<file path="config.mk">
export PLATFORM = sky130hd
export DESIGN_NAME = fetch
export DESIGN_NICKNAME = d
export VERILOG_FILES = /design/src/rtl/fetch.sv
export SDC_FILE = /design/constraint.sdc
export NUM_CORES = 1
export LEC_CHECK = 0
export ABC_AREA = 0
export BUFFER_PORTS_ARGS = -buffer_cell sky130_fd_sc_hd__buf_2
export CORE_MARGIN = 4
export CORE_UTILIZATION = 50
export CTS_BUF_LIST = sky130_fd_sc_hd__clkbuf_16
export DETAILED_ROUTE_END_ITERATION = 6
export PLACE_DENSITY = 0.77
export SLEW_MARGIN = 15
export SYNTH_ARGS = -nofsm -noshare
export SYNTH_HDL_FRONTEND = slang
export SYNTH_SLANG_ARGS = --single-unit
</file>
<file path="constraint.sdc">
create_clock -name clk -period 6.54 [get_ports clk]
set_input_delay 0.981 -clock clk [delete_from_list [all_inputs] [get_ports clk]]
set_output_delay 0.981 -clock clk [all_outputs]
set_load 0.02 [all_outputs]
</file>
<file path="src/rtl/fetch.sv">
// Instruction fetch front end: holds the PC, issues in-order word requests to the
// I-cache, captures predictor results per request and queues responses for decode.
module fetch #(
    parameter logic [31:0] RESET_PC = 32'h0000_0000,
    parameter int          QDEPTH   = 4,
    parameter int          CNTW     = 3
) (
    input  logic        clk,
    input  logic        rst,
    output logic        fetch_ic_req,
    output logic [29:0] fetch_ic_addr,
    input  logic        ic_ready,
    input  logic        ic_resp_valid,
    input  logic [31:0] ic_resp_insn,
    input  logic        ic_resp_error,
    output logic [29:0] fetch_bp_addr,
    input  logic        bp_taken,
    input  logic [15:0] bp_tag,
    input  logic [30:0] bp_target,
    output logic        fetch_de_valid,
    output logic        fetch_de_error,
    output logic [30:0] fetch_de_addr,
    output logic [31:0] fetch_de_insn,
    output logic [15:0] fetch_de_bptag,
    output logic        fetch_de_bptaken,
    input  logic        decode_stall,
    input  logic        rob_flush,
    input  logic [30:0] rob_flush_pc
);

    localparam int              PTRW  = (QDEPTH > 1) ? $clog2(QDEPTH) : 1;
    localparam logic [CNTW-1:0] QFULL = CNTW'(QDEPTH);

    typedef enum logic {ST_RUN = 1'b0, ST_HALT = 1'b1} state_e;

    typedef struct packed {
        logic        error;
        logic [30:0] addr;
        logic [31:0] insn;
        logic [15:0] bptag;
        logic        bptaken;
    } qent_t;

    typedef struct packed {
        logic [30:0] pc;
        logic [15:0] bptag;
        logic        bptaken;
    } side_t;

    function automatic logic [PTRW-1:0] ptr_inc(input logic [PTRW-1:0] p);
        return (p == PTRW'(QDEPTH - 1)) ? '0 : p + 1'b1;
    endfunction

    state_e          state_q, state_d;
    logic [30:0]     pc_q, pc_d;
    logic [CNTW-1:0] count_q, count_d;
    logic [CNTW-1:0] out_q, out_d;
    logic [CNTW-1:0] drop_q, drop_d;
    logic [PTRW-1:0] q_rd_q, q_rd_d, q_wr_q, q_wr_d;
    logic [PTRW-1:0] s_rd_q, s_rd_d, s_wr_q, s_wr_d;

    qent_t q_mem [QDEPTH];
    side_t s_mem [QDEPTH];

    qent_t       q_head;
    side_t       s_head;
    qent_t       q_wdata;
    logic        q_push;
    logic        s_push;
    logic [CNTW:0] in_use;
    logic        credit_ok;
    logic        ic_fire;
    logic        de_pop;
    logic        resp_drop;
    logic        resp_take;
    logic        misalign_push;

    assign q_head = q_mem[q_rd_q];
    assign s_head = s_mem[s_rd_q];

    // Queue entries plus requests still in flight may never exceed the queue size,
    // so every accepted response is guaranteed a slot.
    assign in_use    = {1'b0, count_q} + {1'b0, out_q};
    assign credit_ok = in_use < (CNTW + 1)'(QDEPTH);

    assign fetch_ic_req  = rst & (state_q == ST_RUN) & ~pc_q[0] & credit_ok & ~rob_flush;
    assign fetch_ic_addr = pc_q[30:1];
    assign fetch_bp_addr = pc_q[30:1];
    assign ic_fire       = fetch_ic_req & ic_ready;

    assign fetch_de_valid   = (count_q != '0);
    assign fetch_de_error   = fetch_de_valid & q_head.error;
    assign fetch_de_addr    = fetch_de_valid ? q_head.addr : '0;
    assign fetch_de_insn    = fetch_de_valid ? q_head.insn : '0;
    assign fetch_de_bptag   = fetch_de_valid ? q_head.bptag : '0;
    assign fetch_de_bptaken = fetch_de_valid & q_head.bptaken;
    assign de_pop           = fetch_de_valid & ~decode_stall;

    assign resp_drop     = ic_resp_valid & (drop_q != '0);
    assign resp_take     = ic_resp_valid & ~resp_drop;
    assign misalign_push = (state_q == ST_RUN) & pc_q[0] & (out_q == '0) &
                           (count_q != QFULL) & ~rob_flush;

    always_comb begin
        state_d = state_q;
        pc_d    = pc_q;
        count_d = count_q;
        out_d   = out_q;
        drop_d  = drop_q;
        q_rd_d  = q_rd_q;
        q_wr_d  = q_wr_q;
        s_rd_d  = s_rd_q;
        s_wr_d  = s_wr_q;
        q_push  = 1'b0;
        s_push  = 1'b0;
        q_wdata = '0;

        if (rob_flush) begin
            // Everything still in flight becomes stale; a response arriving now is
            // already one of those and is discarded.
            state_d = ST_RUN;
            pc_d    = rob_flush_pc;
            count_d = '0;
            out_d   = '0;
            drop_d  = drop_q + out_q - CNTW'(ic_resp_valid);
            q_rd_d  = '0;
            q_wr_d  = '0;
            s_rd_d  = '0;
            s_wr_d  = '0;
        end else begin
            if (ic_fire) begin
                s_push = 1'b1;
                s_wr_d = ptr_inc(s_wr_q);
                pc_d   = bp_taken ? bp_target : pc_q + 31'd2;
            end

            if (resp_drop) begin
                drop_d = drop_q - 1'b1;
            end

            if (resp_take) begin
                q_push  = 1'b1;
                q_wdata = '{error: ic_resp_error, addr: s_head.pc, insn: ic_resp_insn,
                            bptag: s_head.bptag, bptaken: s_head.bptaken};
                s_rd_d  = ptr_inc(s_rd_q);
                if (ic_resp_error) begin
                    state_d = ST_HALT;
                end
            end else if (misalign_push) begin
                q_push  = 1'b1;
                q_wdata = '{error: 1'b1, addr: pc_q, insn: 32'd0, bptag: 16'd0, bptaken: 1'b0};
                state_d = ST_HALT;
            end

            out_d = out_q + CNTW'(ic_fire) - CNTW'(resp_take);
            if (q_push) begin
                q_wr_d = ptr_inc(q_wr_q);
            end
            if (de_pop) begin
                q_rd_d = ptr_inc(q_rd_q);
            end
            count_d = count_q + CNTW'(q_push) - CNTW'(de_pop);
        end
    end

    always_ff @(posedge clk or negedge rst) begin
        if (!rst) begin
            state_q <= ST_RUN;
            pc_q    <= RESET_PC[31:1];
            count_q <= '0;
            out_q   <= '0;
            drop_q  <= '0;
            q_rd_q  <= '0;
            q_wr_q  <= '0;
            s_rd_q  <= '0;
            s_wr_q  <= '0;
        end else begin
            state_q <= state_d;
            pc_q    <= pc_d;
            count_q <= count_d;
            out_q   <= out_d;
            drop_q  <= drop_d;
            q_rd_q  <= q_rd_d;
            q_wr_q  <= q_wr_d;
            s_rd_q  <= s_rd_d;
            s_wr_q  <= s_wr_d;
        end
    end

    // Storage is data only; validity comes from the counters and pointers.
    always_ff @(posedge clk) begin
        if (s_push) begin
            s_mem[s_wr_q] <= '{pc: pc_q, bptag: bp_tag, bptaken: bp_taken};
        end
        if (q_push) begin
            q_mem[q_wr_q] <= q_wdata;
        end
    end

    a_no_overflow: assert property (@(posedge clk) disable iff (!rst)
        !(q_push && !de_pop && count_q == QFULL))
        else $error("fetch: instruction queue push while full");

    a_resp_expected: assert property (@(posedge clk) disable iff (!rst)
        !(ic_resp_valid && out_q == '0 && drop_q == '0))
        else $error("fetch: cache response with nothing outstanding");

endmodule

</file>
# Yosys cells after proc, flatten, opt, wreduce, memory -nomap -nowiden
# Memory sizes are Yosys's and may differ from the RTL's.
# Index checks and enable logic that the tools add are counted.
# word_totals
ff_bits	49
latchBits	0
mem_bits_rw	516
romBits	0
output_inout_bits	143
mem_count	2
# op_classes
add_sub_neg	13
multipliers	0
div_mod_pow	0
n_lt_le_gt_ge	1
eq_ne	6
shifts	0
muxes	39
bitwise	19
n_reduce_logical	10
# memory_table
memory	depth	width	read_ports	rd_ports_with_merged_regs	wr	line_no	rtl
q_mem	4	81	1	0	1	62	qent_t q_mem [QDEPTH];
s_mem	4	48	1	0	1	63	side_t s_mem [QDEPTH];
# ops
op	n
$mux 81	3
$mux 31	4
$mux 32	1
$add 31x2->31 const B	1
$mux 2	12
$mux 16	1
$and 1x1->1	14
$mux 1	14
$mux 3	4
$reduce_bool 2->1	5
$reduce_bool 3->1	3
$sub 3x1->3	3
$add 2x1->2 const B	4
$eq 2x2->1 const B	4
$add 3x1->3	2
$ne 3x3->1 const B	2
$not 1->1	5
$add 3x3->4	1
$lt 4x3->1 const B	1
$add 3x3->3	1
$logic_not 3->1	1
$sub 3x1->3 const B	1
$reduce_and 2->1	1

# Depth between registers and ports, before layout
# logic_depth
depth_word	11
ltp_mapped	12

# Worst setup path before layout
# No wires, ideal clock.
# synth_timing
path_kind	input to register
start	in rob_flush
end	mem q_mem[0][0] in the netlist's numbering (enable)
setup_time_ps	521
t_arrival_ps	5395
required_time_ps	6019
slack_ps	624
cell_stages	7
n_path_buf	3
path_cell_list	buf_2 -> nor2_2 -> a31oi_2 -> or2_1 -> buf_2 -> buf_2 -> nor2_1
# synth_via
elab_chain_cells	8
# synth_lines
item	line_no	rtl
from (decl)	27	input logic rob_flush,
$not 1->1	102	(count_q != QFULL) & ~rob_flush;
$and 1x1->1	102	
$mux 1	149	end else if (misalign_push) begin
$mux 1	141	if (resp_take) begin
$mux 1	118	if (rob_flush) begin
$mux 1 (*)	118	
$mux 1 (*)	195	if (q_push) begin
$mux 1 (implied by the code) (*)	196	q_mem[q_wr_q] <= q_wdata;
to (decl)	62	
# Every way passes the cells marked *; elsewhere a longest branch is shown, timed or not. The select of a mux whose other input is x is not followed.

# Worst setup path in the final report
# layout_timing
start	reg drop_q[0]
end	mem q_mem[0][74] in the netlist's numbering (enable)
# layout_via
elab_chain_cells	9
# layout_lines
item	line_no	rtl
from (decl)	58	logic [CNTW-1:0] drop_q, drop_d;
from (signal assigned)	182	drop_q <= drop_d;
$reduce_bool 3->1	99	assign resp_drop = ic_resp_valid & (drop_q != '0);
$and 1x1->1	99	
$not 1->1	100	assign resp_take = ic_resp_valid & ~resp_drop;
$and 1x1->1	100	
$mux 1	141	
$mux 1 (2 in a row)	118	
$mux 1	195	
$mux 1 (implied by the code)	196	
# Every way passes these cells. The select of a mux whose other input is x is not followed.

==> key figures <==
Status
  – Status: finished clean

Detailed routing
  – WL/cell: 23.42 µm
  – Initial detailed-routing violation count: roughly 1,100
  – ANT nets after route: 0
  – Initial DRT Pass Iterations: 5
  – DR vias/cell: between 5 and 6
  – Post-route DRC: 0
  – Final WL: about 53,000 µm
  – Vias: 13,048

Logic synthesis
  – Cell variety after synth: 63
  – Synth Net Count: 1,530
  – Post-synth ARST share: under 10%
  – Yosys warnings: 0
  – Average cell area after synthesis: between 15 and 20 µm²
  – Synth Instances: roughly 1,400
  – Post-synth EDFFs: roughly 520
  – Register area share after synthesis: 70.19%
  – Mapped Area: 23,820 µm²
  – FF+latch count, synth: 565
  – Most used DFF post-synth: edfxtp_1

STA
  – Period minus WS final: about 4600 ps
  – Hold Vio Cnt, Final: 0
  – Final worst path period share: between 70% and 80%
  – Slew Limit Fails: 0
  – RSZ-0062 raised after global routing: no
  – Final setup vio count: 0
  – Final worst slack: 1920 ps
  – Max-slew headroom: a little over a quarter
  – Setup_tns: 0 ps
  – Worst slew pin tran: around 1100 ps
  – Fmax: around 220 MHz
  – Post-Route Skew: 29.99 ps

Cells and area
  – Fraction of layout cells with a size suffix above 1: between 30% and 40%
  – Design area: 27,130 µm²
  – Nets: 1,732
  – Fill cells: between 3,000 and 4,000
  – Register area: 16,730 µm²
  – Multi-input gate area: ~6300 µm²
  – Post-Layout Cell Count: 2,243
  – Layout area overhead: 13.88%

Die
  – Row cnt: 79
  – Core area: 46,850 µm²
  – Starting Density: 50.84%
  – Die Width: approximately 230 µm
  – Number of I/O pins: 261
  – DIE HEIGHT: 226.3 µm
  – Die area: 51,200 µm²

Critical path
  – CP top delay family: simple AND/OR/NAND/NOR gates
  – Reg-to-Reg Start: drop_q[0]$_DFFE_PN0P_
  – Worst reg2reg endpoint: q_mem[0][74]$_DFFE_PP_
  – WP buf/inv: 3
  – Crit Path Max Fanout: 53
  – Worst Path Class, Setup: flop to flop
  – R2R Setup Slk: 1920 ps
  – Crit-path max cell delay: 890 ps
  – Worst setup EP type: flop
  – Cells along the critical path: inv_1, ha_1, nand3b_2, inv_2, a31oi_2, or2_1, nor2_4, buf_12
  – R2R depth: 8
  – Slowest-stage cell, CP: nor2_4
  – Data arrival, critical path: 4870 ps
  – Critical path required time: 6790 ps
  – Worst setup SP type: flop

Global routing
  – First-pass GRT wire length: 79,530 µm
  – Pin count of the biggest net entering global routing: between 80 and 90
  – Initial antenna violation count: 1
  – Total track usage: between 20% and 30%
  – Grt ovf: 0
  – Vias in the first global route: ~13,000

Clocking
  – CTS Buffer Depth: 3
  – H-tree depth: 2
  – Clk Latency, worst-skew pair: 610 ps
  – Post-CTS Hold Fix Bufs: 0
  – Post-cts gate resize count: 0
  – Cts bufs inserted: between 50 and 60
  – CTS tree: yes
  – Setup Buffers After CTS: 0
  – Num Clock Sinks: 565
  – Clk slew on worst S/H paths: 70 ps
  – Root buf cell: clkbuf_16

Power and ir drop
  – PD cells: about 360 nW/µm²
  – LEAKAGE: 9.533 nW
  – Worst VDD drop: 0.0001915 V

Place
  – DP Area: 25,360 µm²
  – DP Wirelength: 32,570 µm
  – Number of buffers added on ports: between 200 and 300
  – Cell count after placement: 2,140
  – Placer Congestion: 0.8564
  – Dpl ws: between 1000 and 1500 ps

Flow run
  – Maxcap violations: 0

Hold path
  – Hold Path Class: input port to asynchronous set/reset pin
## stage by stage
stage | hold WS [ps] | total power, mW | utilization (%)
final | 481.5 | 9.711 | 57.90
after global routing | 535.1 | 10.14 | 57.90
after CTS | 504.3 | 9.799 | 57.90
after detailed placement | 505.9 | 6.744 | 54.13
after global placement | 476.4 | 6.701 | 54.13
after floorplan | 454.7 | 6.036 | -
## flip-flops by register name, summed over array words and instances (netlist names)
register,cells
q_wr_q,2
s_wr_q,2
pc_q,31
s_rd_q,2
drop_q,3
out_q,3
count_q,3
s_mem,192
q_rd_q,2
state_q,1
q_mem,324
## cell usage in the layout, fill, tap and decap left out, types with 6 or more instances in the layout
cell and count:
mux4_2 129, nor2_4 6, inv_1 32, mux2i_1 6, xor2_1 6, clkbuf_16 56
nor2b_1 6, dfrtp_1 45, clkinv_2 8, nand2_1 90, a22oi_1 9, o21ai_0 30
ha_1 21, nand4_1 8, a21oi_1 51, and2_1 133, nor2_1 42, buf_4 15
and3_1 8, nand3_1 8, o21ai_1 9, clkinv_1 15, edfxtp_1 516, a22o_1 12
a31oi_1 11, buf_2 260
## logic make-up after synthesis
family | share of synthesized area, %
buffers and inverters | 3.629
DFF | 70.19
and+or+nand+nor | 7.695
AOI/OAI and AO/OA | 4.165
muxes | 12.56
xor gates and xnor gates | 0.4044
adders and majority gates | 1.355
## Yosys cell counts (4+ instances only)
master,count,area share (%)
mux2i_1,6,0.25
buf_4,62,2.0
nand3_1,8,0.17
buf_2,25,0.53
ha_1,21,1.1
mux4_2,129,12
edfxtp_1,516,65
buf_1,5,0.079
nor2b_1,6,0.16
xnor2_1,5,0.18
o221ai_1,4,0.15
a22o_1,12,0.44
nor3_1,5,0.11
clkbuf_1,42,0.66
a22oi_1,9,0.28
and3_1,8,0.21
xor2_1,6,0.22
inv_1,23,0.36
o21ai_1,9,0.19
nor2_1,47,0.74
and2_1,137,3.6
nand2_1,90,1.4
o21ai_0,30,0.63
nand4_1,8,0.21
a41oi_1,5,0.18
dfrtp_1,49,5.1
a21oi_1,51,1.1
a31oi_1,11,0.29
## worst reg2reg max path: stages (launching register included)
cell and delay [ps]:
dfrtp_1 370, inv_1 130, ha_1 210, nand3b_2 680, inv_2 840, a31oi_2 170
or2_1 510, nor2_4 900, buf_12 430
## final cells by class
class                   instances  share of cell area (%)
diodes                          1                0.009224
clock buffers                  56                   5.166
clock inverters                46                   1.333
inverters                      26                  0.3597
multi-input cells             663                   23.14
flip-flops and latches        565                   61.68
well taps                     607                   2.800
repair buffers                279                   5.507
## where the power goes
part	switching, mW	internal (mW)	total, mW
Sequential	0.284	4.20	4.48
Clock	1.32	1.75	3.07
Combinational	1.28	0.881	2.16
## layer usage
layer	global-route usage (%)	vias to the layer above	wire length, µm
met3	3.405	63	3669
li1	-	5740	-
met2	33.65	560	26320
met1	28.89	6685	21670
met5	0	-	0
met4	5.165	0	880
## worst max path at each step
stage	end	cells after the start	startpoint	slack [ps]
floorplan	q_mem[0][0]$_DFFE_PP_	7	rob_flush	620
global route	q_mem[0][74]$_DFFE_PP_	8	drop_q[0]$_DFFE_PN0P_	1650
finish	q_mem[0][74]$_DFFE_PP_	8	drop_q[0]$_DFFE_PN0P_	1920
global placement	q_mem[0][64]$_DFFE_PP_	7	ic_resp_valid	1590
CTS	q_mem[0][67]$_DFFE_PP_	8	drop_q[0]$_DFFE_PN0P_	1900
detailed placement	q_mem[0][73]$_DFFE_PP_	7	ic_resp_valid	1480
Power figures use the tool's default switching activity.
